--- src/rtl/text_streamer_pkg.sv ---
// Shared defaults, FSM state type and character constants
// for the text_streamer character ROM sequencer.
package text_streamer_pkg;

    localparam int DEF_ADDR_W = 10;
    localparam int DEF_DATA_W = 8;
    localparam int DEF_LEN_W  = 11;

    typedef enum logic [1:0] {
        IDLE  = 2'd0,
        RUN   = 2'd1,
        DRAIN = 2'd2
    } ts_state_e;

    localparam logic [7:0] NUL_CHAR = 8'h00;

endpackage

--- src/rtl/char_fifo2.sv ---
// 2-entry synchronous FIFO, head entry drives rdata directly.
// Ports: push/wdata in, pop/rdata out, count/empty/full status;
// clk, rst_n (async active-low).
module char_fifo2
    import text_streamer_pkg::*;
#(
    parameter int DATA_W = DEF_DATA_W
) (
    input  logic              clk,
    input  logic              rst_n,
    input  logic              push,
    input  logic              pop,
    input  logic [DATA_W-1:0] wdata,
    output logic [DATA_W-1:0] rdata,
    output logic [1:0]        count,
    output logic              empty,
    output logic              full
);

    logic [DATA_W-1:0] head_q, head_d;
    logic [DATA_W-1:0] tail_q, tail_d;
    logic [1:0]        cnt_q, cnt_d;
    logic              do_pop, do_push;

    assign do_pop  = pop && (cnt_q != 2'd0);
    assign do_push = push && ((cnt_q != 2'd2) || do_pop);

    // Entries shift toward head so rdata is always head_q.
    always_comb begin
        head_d = head_q;
        tail_d = tail_q;
        cnt_d  = cnt_q;
        case (cnt_q)
            2'd0: begin
                if (do_push) begin
                    head_d = wdata;
                    cnt_d  = 2'd1;
                end
            end
            2'd1: begin
                if (do_push && do_pop) begin
                    head_d = wdata;
                end else if (do_push) begin
                    tail_d = wdata;
                    cnt_d  = 2'd2;
                end else if (do_pop) begin
                    cnt_d = 2'd0;
                end
            end
            2'd2: begin
                if (do_pop) begin
                    head_d = tail_q;
                    if (do_push) begin
                        tail_d = wdata;
                    end else begin
                        cnt_d = 2'd1;
                    end
                end
            end
            default: cnt_d = 2'd0;
        endcase
    end

    always_ff @(posedge clk or negedge rst_n) begin
        if (!rst_n) begin
            head_q <= '0;
            tail_q <= '0;
            cnt_q  <= 2'd0;
        end else begin
            head_q <= head_d;
            tail_q <= tail_d;
            cnt_q  <= cnt_d;
        end
    end

    assign rdata = head_q;
    assign count = cnt_q;
    assign empty = (cnt_q == 2'd0);
    assign full  = (cnt_q == 2'd2);

endmodule

--- src/rtl/text_streamer.sv ---
// Walks the character ROM from base_addr for length entries and
// streams one char per beat on ch_data/ch_valid/ch_ready.
// Ports: clk, rst_n (async active-low), start/base_addr/length in,
// busy/done status, rom_addr/rom_data ROM port, ch_* stream out.
// Optional TEXT_STREAMER_NUL_STOP_EN: a returned 0x00 ends the transfer.
module text_streamer
    import text_streamer_pkg::*;
#(
    parameter int ADDR_W = DEF_ADDR_W,
    parameter int DATA_W = DEF_DATA_W,
    parameter int LEN_W  = DEF_LEN_W
) (
    input  logic              clk,
    input  logic              rst_n,
    input  logic              start,
    input  logic [ADDR_W-1:0] base_addr,
    input  logic [LEN_W-1:0]  length,
    output logic              busy,
    output logic              done,
    output logic [ADDR_W-1:0] rom_addr,
    input  logic [DATA_W-1:0] rom_data,
    output logic [DATA_W-1:0] ch_data,
    output logic              ch_valid,
    input  logic              ch_ready
);

    localparam logic [ADDR_W-1:0] PTR_ONE = 1;
    localparam logic [LEN_W-1:0]  LEN_ONE = 1;

    ts_state_e         state_q, state_d;
    logic [ADDR_W-1:0] ptr_q, ptr_d;
    logic [LEN_W-1:0]  rem_q, rem_d;
    logic              inflight_q, inflight_d;
    logic              done_q, done_d;

    logic       push, pop, issue, nul_hit, drained;
    logic       fifo_push, fifo_empty, fifo_full;
    logic [1:0] fifo_count;
    logic [2:0] occ;

    assign pop      = ch_valid & ch_ready;
    assign ch_valid = ~fifo_empty;

    // Slots already committed next cycle: stored + in flight - leaving.
    assign occ = {1'b0, fifo_count} + {2'b00, inflight_q} - {2'b00, pop};

`ifdef TEXT_STREAMER_NUL_STOP_EN
    // stop_q drops any read still returning after the NUL.
    logic stop_q, stop_d;
    assign nul_hit = inflight_q & ~stop_q & (rom_data == NUL_CHAR);
    assign push    = inflight_q & ~stop_q & ~nul_hit;
`else
    assign nul_hit = 1'b0;
    assign push    = inflight_q;
`endif

    assign fifo_push = push & (~fifo_full | pop);

    assign issue = (state_q == RUN) && (rem_q != '0)
                 && (occ < 3'd2) && !nul_hit;

    // Nothing left once the current pop empties the FIFO.
    assign drained = ~inflight_q
                   & ((fifo_count == 2'd0)
                   | ((fifo_count == 2'd1) & pop));

    always_comb begin
        state_d    = state_q;
        ptr_d      = ptr_q;
        rem_d      = rem_q;
        done_d     = 1'b0;
        inflight_d = issue;
`ifdef TEXT_STREAMER_NUL_STOP_EN
        stop_d = stop_q;
        if (nul_hit) begin
            stop_d = 1'b1;
        end
`endif
        if (issue) begin
            ptr_d = ptr_q + PTR_ONE;
            rem_d = rem_q - LEN_ONE;
        end
        if (nul_hit) begin
            rem_d = '0;
        end
        unique case (state_q)
            IDLE: begin
                if (start) begin
                    ptr_d = base_addr;
                    rem_d = length;
`ifdef TEXT_STREAMER_NUL_STOP_EN
                    stop_d = 1'b0;
`endif
                    if (length == '0) begin
                        done_d = 1'b1;
                    end else begin
                        state_d = RUN;
                    end
                end
            end
            RUN: begin
                if (rem_q == '0) begin
                    state_d = DRAIN;
                end
            end
            DRAIN: begin
                if (drained) begin
                    state_d = IDLE;
                    done_d  = 1'b1;
                end
            end
            default: state_d = IDLE;
        endcase
    end

    always_ff @(posedge clk or negedge rst_n) begin
        if (!rst_n) begin
            state_q    <= IDLE;
            ptr_q      <= '0;
            rem_q      <= '0;
            inflight_q <= 1'b0;
            done_q     <= 1'b0;
        end else begin
            state_q    <= state_d;
            ptr_q      <= ptr_d;
            rem_q      <= rem_d;
            inflight_q <= inflight_d;
            done_q     <= done_d;
        end
    end

`ifdef TEXT_STREAMER_NUL_STOP_EN
    always_ff @(posedge clk or negedge rst_n) begin
        if (!rst_n) begin
            stop_q <= 1'b0;
        end else begin
            stop_q <= stop_d;
        end
    end
`endif

    char_fifo2 #(
        .DATA_W(DATA_W)
    ) u_fifo (
        .clk  (clk),
        .rst_n(rst_n),
        .push (fifo_push),
        .pop  (pop),
        .wdata(rom_data),
        .rdata(ch_data),
        .count(fifo_count),
        .empty(fifo_empty),
        .full (fifo_full)
    );

    assign busy     = (state_q != IDLE);
    assign done     = done_q;
    assign rom_addr = ptr_q;

endmodule
--- config.mk ---
export PLATFORM = sky130hd
export DESIGN_NAME = text_streamer
export DESIGN_NICKNAME = d
export VERILOG_FILES = /design/src/rtl/text_streamer_pkg.sv /design/src/rtl/char_fifo2.sv /design/src/rtl/text_streamer.sv
export SDC_FILE = /design/constraint.sdc
export NUM_CORES = 1
export LEC_CHECK = 0
export ABC_AREA = 1
export BUFFER_PORTS_ARGS = -buffer_cell sky130_fd_sc_hd__buf_2
export CORE_MARGIN = 2
export CORE_UTILIZATION = 33
export DETAILED_ROUTE_END_ITERATION = 10
export SLEW_MARGIN = 20
export SYNTH_ARGS = -nofsm -noshare
export SYNTH_HDL_FRONTEND = slang
export SYNTH_SLANG_ARGS = --single-unit
--- constraint.sdc ---
create_clock -name clk -period 3.25 [get_ports clk]
set_input_delay 0.65 -clock clk [delete_from_list [all_inputs] [get_ports clk]]
set_output_delay 0.65 -clock clk [all_outputs]
set_load 0.005 [all_outputs]
==> results of run 1 <==
state kept, by name (all words and copies together), names as in the netlist:
signal,count
rem_q,11
rom_addr,10
u_fifo.rdata,8
u_fifo.tail_q,8
state_q,2
u_fifo.count,2
done,1
inflight_q,1
how the worst max path moves through the flow:
stage	from	to	slack, ns	cells after the start
floorplan	ch_ready	rom_addr[4]$_DFF_PN0_	0.52	13
finish	ch_ready	rem_q[0]$_DFF_PN0_	0.48	13
global route	u_fifo.count[1]$_DFFE_PN0P_	rom_addr[7]$_DFF_PN0_	0.32	13
global placement	ch_ready	rem_q[0]$_DFF_PN0_	0.19	13
detailed placement	ch_ready	rem_q[1]$_DFF_PN0_	0.15	13
CTS	ch_ready	rem_q[0]$_DFF_PN0_	0.47	13
layer usage:
layer	track usage [%]	part of all wire, %	vias to the layer above
met3	2.93	4.6	6
met5	0	0	-
met4	3.92	1.4	0
met1	18.6	50	1004
li1	-	-	1221
met2	23.6	44	54
cell families (layout without fill, tap and decap cells):
group / after synthesis / count (layout)
AO/OA/AOI/OAI: 25 / 25
flip-flops: 43 / 43
buffers and inverters: 62 / 119
XOR/XNOR: 11 / 11
adder cells (fa/ha/maj): 4 / 4
AND/OR/NAND/NOR: 216 / 216
where the power goes:
group          total [uW]  switching, uW  internal [uW]  leakage, uW
sequential           1020            214            802     0.000513
combinational        1530            916            614      0.00111
clock                 340            190            151    0.0000412
metrics by stage:
step / cells / total power, uW / hold WS, ns / area [sq um]
floorplan: 361 / 2160 / 0.354 / 2610
detailed placement: 512 / 2570 / 0.435 / 2980
global route: 520 / 3220 / 0.382 / 3070
CTS: 520 / 2920 / 0.450 / 3060
global placement: 512 / 2530 / 0.441 / 2980
finish: 520 / 2890 / 0.335 / 3070
cell usage after synthesis, drive strengths merged:
cell type  instances
o31ai              1
clkinv             1
or2               11
nand3             30
nor2              39
dfrtp             43
nand3b             2
a21oi              2
xor2              10
nor3               2
clkbuf             3
o22ai              2
nand4              4
or3                1
buf                5
nand2            127
xnor2              1
ha                 3
inv               53
o21ai             12
a31oi              8
fa                 1
critical path: cells and delay by family:
family	cells	cell delay, ns
compound gates	1	0.08
fa+ha+maj	2	0.75
buf+inv	3	0.35
simple gates	7	1.12
final cells by class:
class	count	area [sq um]
Multi-Input combinational cell	256	1270
Clock buffer	6	72.6
Inverter	54	205
Timing Repair Buffer	57	298
Tap cell	102	128
Fill cell	837	4620
Sequential cell	43	1080
Clock inverter	2	12.5
==> impl_results.md, run 1 <==
* Status: complete, no violations
* Max Clock Freq at 361 MHz
* Total detailed-routing wirelength at 5.74 mm
* Fin crit share at 85.3%
* Total negative setup slack at 0 ns
* Worst-path clk slew at 0.09 ns
* Measured slew at the worst slew-check pin at 0.656 ns
* Number of global-route vias before repair at 2,157
* Post-synthesis average cell area at 7.23 sq um
* Global router's overall resource usage at 14.1%
* Pin count of the biggest net entering global routing at 44
* Slew Viols, Final at 0
* Area fraction in compound gates after synthesis at 7.05%
* Highest net fanout along the worst path at 17
* Maximum vdd drop at 0.383 mV
* Power density of the placed cells at 942 nW/um^2
* Post-synthesis instance area at 2610 sq um
* Post-synthesis to final-layout area growth at 17.4%
* Initial DRC Count at 109
* Count of distinct cell types in the synthesized netlist at 30
* Simple logic cell fraction of the synthesized area at 35.9%
* Quantity of hold-fixing buffers added after cts at 0
* Count of synthesis-stage warnings from yosys at 0
* Count of max-cap constraint violations at 0
* Routability cong. at 0.824
* Antenna diode instance count at 0
* Count of state elements after synthesis at 43
* Total number of placement rows at 32
* Total number of clock tree sinks at 43
* Worst-Skew Late Latency at 0.30 ns
* Data arrival time at the worst-slack endpoint at 2.94 ns
* Via-to-Cell Ratio at 4.39
* Cell with the largest stage delay on the worst path: sky130_fd_sc_hd__fa_1
* Cells along the critical path: buf_2, inv_1, nor2_1, ha_1, or2_2, fa_1, nand2_1, nor2_4, inv_1, nor2_4, nand2_1, nand3_1, o21ai_0
* Antenna violations before repair at 0
* Main combinational cell family by area after synthesis: simple AND/OR/NAND/NOR gates
* Total Die Area at 8640 sq um
* Final setup slack of the worst path at 0.477 ns
* Floorplan die width at 92.9 um
* Critical path required time at 3.42 ns
* Endpoint of the lowest-slack register-to-register path: rem_q[0]$_DFF_PN0_
* Post-placement setup slack at 0.150 ns
* Hold Path Class: input port to async pin
* Post-Synth Adder-Cell Area at 2.21%
* Share of final-layout standard cells stronger than drive strength 1 at 22.7%
* H-Tree Depth at 2
* Drt wl/cell at 11.0 um
* Starting utilization of the core area at 34.0%
* Post-synthesis instance total at 361
* Detail Route Antenna Nets at 0
* RSZ-0062 raised after global routing: false
* Number of I/O port buffers at 53
* Skew final at 0.00930 ns
* Drt drc at 0
* Net Count, Synth at 398
* Max_slew headroom at 56.2%
* Leakage power summed over all cells at 0.00166 uW
* Area inside the core boundary at 7690 sq um
* Mux share of post-synthesis cell area at 0%
* R2r setup slk at 0.50 ns
* Via Count at 2,285
* Commonest cells after routing, fill and taps aside: sky130_fd_sc_hd__nand2_1 (127), sky130_fd_sc_hd__buf_2 (52), sky130_fd_sc_hd__inv_1 (49), sky130_fd_sc_hd__dfrtp_1 (43), sky130_fd_sc_hd__nor2_1 (34)
* Number of buffers between clock root and the deepest sink at 2
* Setup-violating endpoint count in the final report at 0
* CP Launch Type: input port
* Net count of the finished layout at 454
* Cell taking the most area after synthesis: sky130_fd_sc_hd__dfrtp_1
* Sequential-to-total area share from yosys stat at 41.2%
* WS Path Type: input port to flop
* Startpoint of the lowest-slack register-to-register path: u_fifo.count[1]$_DFFE_PN0P_
* Leftover overflow at the end of global routing at 0
* Number of top-level design ports at 54
* Count of instances resized after the clock tree is built at 0
* Clock period minus final worst setup slack at 2.77 ns
* TritonCTS clock tree: built
* CTS Root Cell: sky130_fd_sc_hd__clkbuf_8
* Iteration count of the initial detailed-routing pass at 4
* Inserted Clock Buffers at 5
* Largest stage delay, worst path at 0.49 ns
* Layout Utilization at 39.9%
* Die boundary height at 92.9 um
* Depth of the worst register-to-register path at 12
* Wire length of the first global-routing pass at 9.78 mm
* Post-CTS setup buffers at 0
* Post-DP HPWL at 4.23 mm
* Xor and xnor fraction of the mapped netlist area at 3.69%
* Endpoint class of the critical path: flop
* Most frequent standard cell in the layout excluding fill and tap cells: sky130_fd_sc_hd__nand2_1
* Count of final hold-check violations at 0
* Area share of the largest cell type after synthesis at 41.2%
* Top area cells in the synthesized netlist: sky130_fd_sc_hd__dfrtp_1 (41%), sky130_fd_sc_hd__nand2_1 (18%), sky130_fd_sc_hd__inv_1 (7.0%)
(Power assumes the default switching activity.)
==> inputs of run 2 (changes only) <==
--- a/config.mk
+++ b/config.mk
@@ -12,2 +12,3 @@
 export DETAILED_ROUTE_END_ITERATION = 10
+export RECOVER_POWER = 25
 export SLEW_MARGIN = 20
==> constraint.sdc (replaced) <==
create_clock -name clk -period 3.25 [get_ports clk]
set_input_delay 0.975 -clock clk [delete_from_list [all_inputs] [get_ports clk]]
set_output_delay 0.975 -clock clk [all_outputs]
set_load 0.005 [all_outputs]
==> run 2 against run 1 <==
Global-route usage rose by 0.74 points. Design area rose by 2.9%. Via count rose by 1.5%. First-iteration DRC count fell by 22%. Fmax fell by 2.5%. Critical path type unchanged. Largest power group unchanged.
==> impl_results.md, run 2 (synthesis gave the netlist of run 1 again) <==
* Number of buffers between clock root and the deepest sink at 2
* Total Die Area at 8640 sq um
* Fin crit share at 87.5%
* Inserted Clock Buffers at 5
* Max_slew headroom at 26.3%
* WS Path Type: input port to flop
* Crit path max-delay family: simple AND/OR/NAND/NOR gates
* Via Count at 2,319
* Clock period minus final worst setup slack at 2.84 ns
* Quantity of hold-fixing buffers added after cts at 0
* Post-CTS setup buffers at 0
* Global router's overall resource usage at 14.9%
* TritonCTS clock tree: built
* Total negative setup slack at 0 ns
* Floorplan die width at 92.9 um
* Total number of placement rows at 32
* Max FFs per register at 11
* Hold Path Class: flop to flop
* Fillcell total at 823
* Count of max-cap constraint violations at 0
* Initial DRC Count at 85
* Iteration count of the initial detailed-routing pass at 4
* Detail Route Antenna Nets at 0
* Number of global-route vias before repair at 2,364
* Endpoint class of the critical path: flop
* Worst hold path depth at 1
* Die boundary height at 92.9 um
* Top reg by flops: rem_q
* Post-synthesis to final-layout area growth at 20.8%
* Cell with the largest stage delay on the worst path: sky130_fd_sc_hd__fa_1
* Setup-violating endpoint count in the final report at 0
* Antenna violations before repair at 0
* Cell count along the critical path at 15
* Via-to-Cell Ratio at 4.43
* Count of instances resized after the clock tree is built at 0
* Drt wl/cell at 11.1 um
* Most frequent standard cell in the layout excluding fill and tap cells: sky130_fd_sc_hd__nand2_1
* Highest net fanout along the worst path at 13
* Count of final hold-check violations at 0
* Starting utilization of the core area at 34.0%
* Share of final-layout standard cells stronger than drive strength 1 at 23.5%
* Post-DP HPWL at 4.30 mm
* Largest stage delay, worst path at 0.49 ns
* Number of I/O port buffers at 53
* Pin count of the biggest net entering global routing at 44
* Final setup slack of the worst path at 0.405 ns
* Critical path required time at 3.49 ns
* Leakage power summed over all cells at 0.00171 uW
* Skew final at 0.00398 ns
* Routability cong. at 0.848
* Worst-path clk slew at 0.09 ns
* RSZ-0062 raised after global routing: false
* Crit path buf inv count at 5
* Total number of clock tree sinks at 43
* Net count of the finished layout at 458
* Area inside the core boundary at 7690 sq um
* H-Tree Depth at 2
* Antenna diode instance count at 0
* Commonest cells after routing, fill and taps aside: sky130_fd_sc_hd__nand2_1 (127), sky130_fd_sc_hd__buf_2 (52), sky130_fd_sc_hd__inv_1 (49), sky130_fd_sc_hd__dfrtp_1 (43), sky130_fd_sc_hd__nor2_1 (34)
* Power density of the placed cells at 992 nW/um^2
* Number of top-level design ports at 54
* Layout Utilization at 41.0%
* CTS Root Cell: sky130_fd_sc_hd__clkbuf_8
* Depth of the worst register-to-register path at 14
* Drt drc at 0
* Max Clock Freq at 352 MHz
* Leftover overflow at the end of global routing at 0
* Slew Viols, Final at 0
* Post-placement setup slack at 0.0903 ns
* Measured slew at the worst slew-check pin at 1.11 ns
* Worst-Skew Late Latency at 0.30 ns
* Cells along the critical path: buf_2, inv_1, nor2_1, ha_1, or2_2, fa_1, nand2_1, nor2_4, inv_1, nor2_4, buf_4, nand2_1, nand3_1, nand2_1, inv_1
* CP Launch Type: input port
* Total detailed-routing wirelength at 5.81 mm
* Wire length of the first global-routing pass at 10.4 mm
* Status: complete, no violations
* Maximum vdd drop at 0.425 mV
* Data arrival time at the worst-slack endpoint at 3.09 ns
run 2: layer usage:
metal  track usage (%)  wire [um]  up-vias
met5                 0          0        -
met4              3.92         42        0
met3              3.25        248        5
met2              25.2       2600       52
met1              19.1       2930     1031
li1                  -          -     1231
run 2: worst paths after layout:
kind,from,end,slack [ns]
setup / recovery,ch_ready,rom_addr[7]$_DFF_PN0_,0.41
hold / removal,state_q[0]$_DFFE_PN0P_,done$_DFF_PN0_,0.45
setup reg to reg,u_fifo.count[1]$_DFFE_PN0P_,rom_addr[7]$_DFF_PN0_,0.62
hold reg to reg,state_q[0]$_DFFE_PN0P_,done$_DFF_PN0_,0.45
max in group asynchronous,rst_n,rom_addr[7]$_DFF_PN0_,1.70
min in group asynchronous,rst_n,rem_q[1]$_DFF_PN0_,0.87
run 2: final cells by class:
cell class,count,area (sq um),area share (%)
clock inverters,2,60.1,1.90
multi-input cells,256,1270,40.4
repair buffers,61,338,10.7
clock buffers,6,72.6,2.30
flip-flops and latches,43,1080,34.1
well taps,102,128,4.05
inverters,54,205,6.51
run 2: through the flow:
| stage | total power (uW) | instance area [sq um] | hold slack (ns) | std cells |
|---|---|---|---|---|
| 2_1_floorplan | 2160 | 2610 | 0.422 | 361 |
| 3_3_place_gp | 2610 | 3020 | 0.440 | 516 |
| 3_5_place_dp | 2650 | 3020 | 0.443 | 516 |
| 4_1_cts | 3160 | 3150 | 0.451 | 524 |
| 5_1_grt | 3490 | 3150 | 0.484 | 524 |
| 6_report | 3130 | 3150 | 0.454 | 524 |
run 2: report_power, final:
part	total, uW	switching [uW]	internal (uW)	leakage [uW]
Clock	498	191	307	0.0000654
Sequential	1020	217	802	0.000513
Combinational	1610	935	676	0.00113
Total	3130	1340	1790	0.00171
==> inputs of run 3 (changes only) <==
Settings changed: RECOVER_POWER 25 to not set, TNS_END_PERCENT set to 30.
==> run 3 against run 2 <==
Register-to-register slack about the same. Clock power barely moved. Critical path depth did not move. Hold slack is the same. Setup slack about the same. Final cell count stayed put. Die area stayed put. Total power is essentially flat. Global-route usage is the same. Highest routed layer unchanged.
==> impl_results.md, run 3 (synthesis gave the netlist of run 1 again) <==
* Count of instances resized after the clock tree is built at 0
* Most frequent standard cell in the layout excluding fill and tap cells: sky130_fd_sc_hd__nand2_1
* Floorplan die width at 92.9 um
* Via-to-Cell Ratio at 4.43
* Drt drc at 0
* Routability cong. at 0.848
* Data arrival time at the worst-slack endpoint at 3.09 ns
* RSZ-0062 raised after global routing: false
* Highest net fanout along the worst path at 13
* Worst-Skew Late Latency at 0.30 ns
* Number of buffers between clock root and the deepest sink at 2
* Antenna diode instance count at 0
* Net count of the finished layout at 458
* WS Path Type: input port to flop
* Measured slew at the worst slew-check pin at 0.659 ns
* Largest stage delay, worst path at 0.49 ns
* Total negative setup slack at 0 ns
* Status: complete, no violations
* Antenna violations before repair at 0
* Endpoint class of the critical path: flop
* Post-placement setup slack at 0.0903 ns
* Quantity of hold-fixing buffers added after cts at 0
* Post-synthesis to final-layout area growth at 20.9%
* Max_slew headroom at 56.1%
* Via Count at 2,319
* Wire length of the first global-routing pass at 10.4 mm
* Cell with the largest stage delay on the worst path: sky130_fd_sc_hd__fa_1
* Global router's overall resource usage at 14.9%
* Iteration count of the initial detailed-routing pass at 4
* Post-CTS setup buffers at 0
* Hold Path Class: flop to flop
* Skew final at 0.00398 ns
* Share of final-layout standard cells stronger than drive strength 1 at 23.5%
* CP Launch Type: input port
* Commonest cells after routing, fill and taps aside: sky130_fd_sc_hd__nand2_1 (127), sky130_fd_sc_hd__buf_2 (52), sky130_fd_sc_hd__inv_1 (49), sky130_fd_sc_hd__dfrtp_1 (43), sky130_fd_sc_hd__nor2_1 (34)
* Slew Viols, Final at 0
* CTS Root Cell: sky130_fd_sc_hd__clkbuf_8
* Leftover overflow at the end of global routing at 0
* Post-DP HPWL at 4.30 mm
* R2r setup slk at 0.62 ns
* Total Die Area at 8640 sq um
* Max FFs per register at 11
* Number of global-route vias before repair at 2,364
* Area inside the core boundary at 7690 sq um
* Drt wl/cell at 11.1 um
* Fin crit share at 87.5%
* Final setup slack of the worst path at 0.405 ns
* Total number of placement rows at 32
* Setup-violating endpoint count in the final report at 0
* Total detailed-routing wirelength at 5.82 mm
* Top reg by flops: rem_q
* Count of final hold-check violations at 0
* Crit path buf inv count at 5
* Pin count of the biggest net entering global routing at 44
* Critical path required time at 3.49 ns
* Total number of clock tree sinks at 43
* Clock period minus final worst setup slack at 2.84 ns
* TritonCTS clock tree: built
* Number of I/O port buffers at 53
* Layout Utilization at 41.0%
* Worst-path clk slew at 0.09 ns
* H-Tree Depth at 2
* Max Clock Freq at 352 MHz
* Power density of the placed cells at 992 nW/um^2
* Number of standard cells in the layout, taps in and fillers out at 524
* Number of top-level design ports at 54
* Fillcell total at 823
* Crit path max-delay family: simple AND/OR/NAND/NOR gates
* Count of max-cap constraint violations at 0
* Detail Route Antenna Nets at 0
* Cells along the critical path: buf_2, inv_1, nor2_1, ha_1, or2_2, fa_1, nand2_1, nor2_4, inv_1, nor2_4, buf_4, nand2_1, nand3_1, nand2_1, inv_1
* Starting utilization of the core area at 34.0%
* Min Hold Slack at 0.454 ns
* Maximum vdd drop at 0.425 mV
* Leakage power summed over all cells at 0.00171 uW
* Inserted Clock Buffers at 5
* Initial DRC Count at 85
* Die boundary height at 92.9 um
* Placed insts at 516
-- run 3: path summary, 6_finish.rpt --
check	startpoint	end	depth (start not counted)
hold reg to reg	state_q[0]$_DFFE_PN0P_	done$_DFF_PN0_	1
setup / recovery	ch_ready	rom_addr[7]$_DFF_PN0_	15
min in group asynchronous	rst_n	rem_q[1]$_DFF_PN0_	1
max in group asynchronous	rst_n	rom_addr[7]$_DFF_PN0_	1
setup reg to reg	u_fifo.count[1]$_DFFE_PN0P_	rom_addr[7]$_DFF_PN0_	14
hold / removal	state_q[0]$_DFFE_PN0P_	done$_DFF_PN0_	1
-- run 3: metal layers --
layer / vias up / part of all wire (%) / routed length [um] / GRT usage, %
met4: 0 / 0.72 / 42 / 3.92
met1: 1031 / 50 / 2930 / 19.1
met2: 52 / 45 / 2600 / 25.2
met3: 5 / 4.3 / 249 / 3.25
met5: - / 0 / 0 / 0
li1: 1231 / - / - / -
-- run 3: final cells by class --
class | count | area (sq um) | area share, %
Clock buffer | 6 | 72.6 | 2.30
Sequential cell | 43 | 1080 | 34.1
Inverter | 54 | 205 | 6.50
Multi-Input combinational cell | 256 | 1270 | 40.4
Tap cell | 102 | 128 | 4.04
Timing Repair Buffer | 61 | 340 | 10.8
Clock inverter | 2 | 60.1 | 1.90
-- run 3: stage by stage --
stage / cell area [sq um] / total power (uW)
final: 3160 / 3130
after global routing: 3160 / 3490
after CTS: 3150 / 3160
after detailed placement: 3020 / 2650
after global placement: 3020 / 2610
after floorplan: 2610 / 2160
-- run 3: power by group --
group / leakage [uW] / internal (uW) / switching (uW)
clock: 0.0000654 / 307 / 191
sequential: 0.000513 / 802 / 217
combinational: 0.00113 / 676 / 935
total: 0.00171 / 1790 / 1340
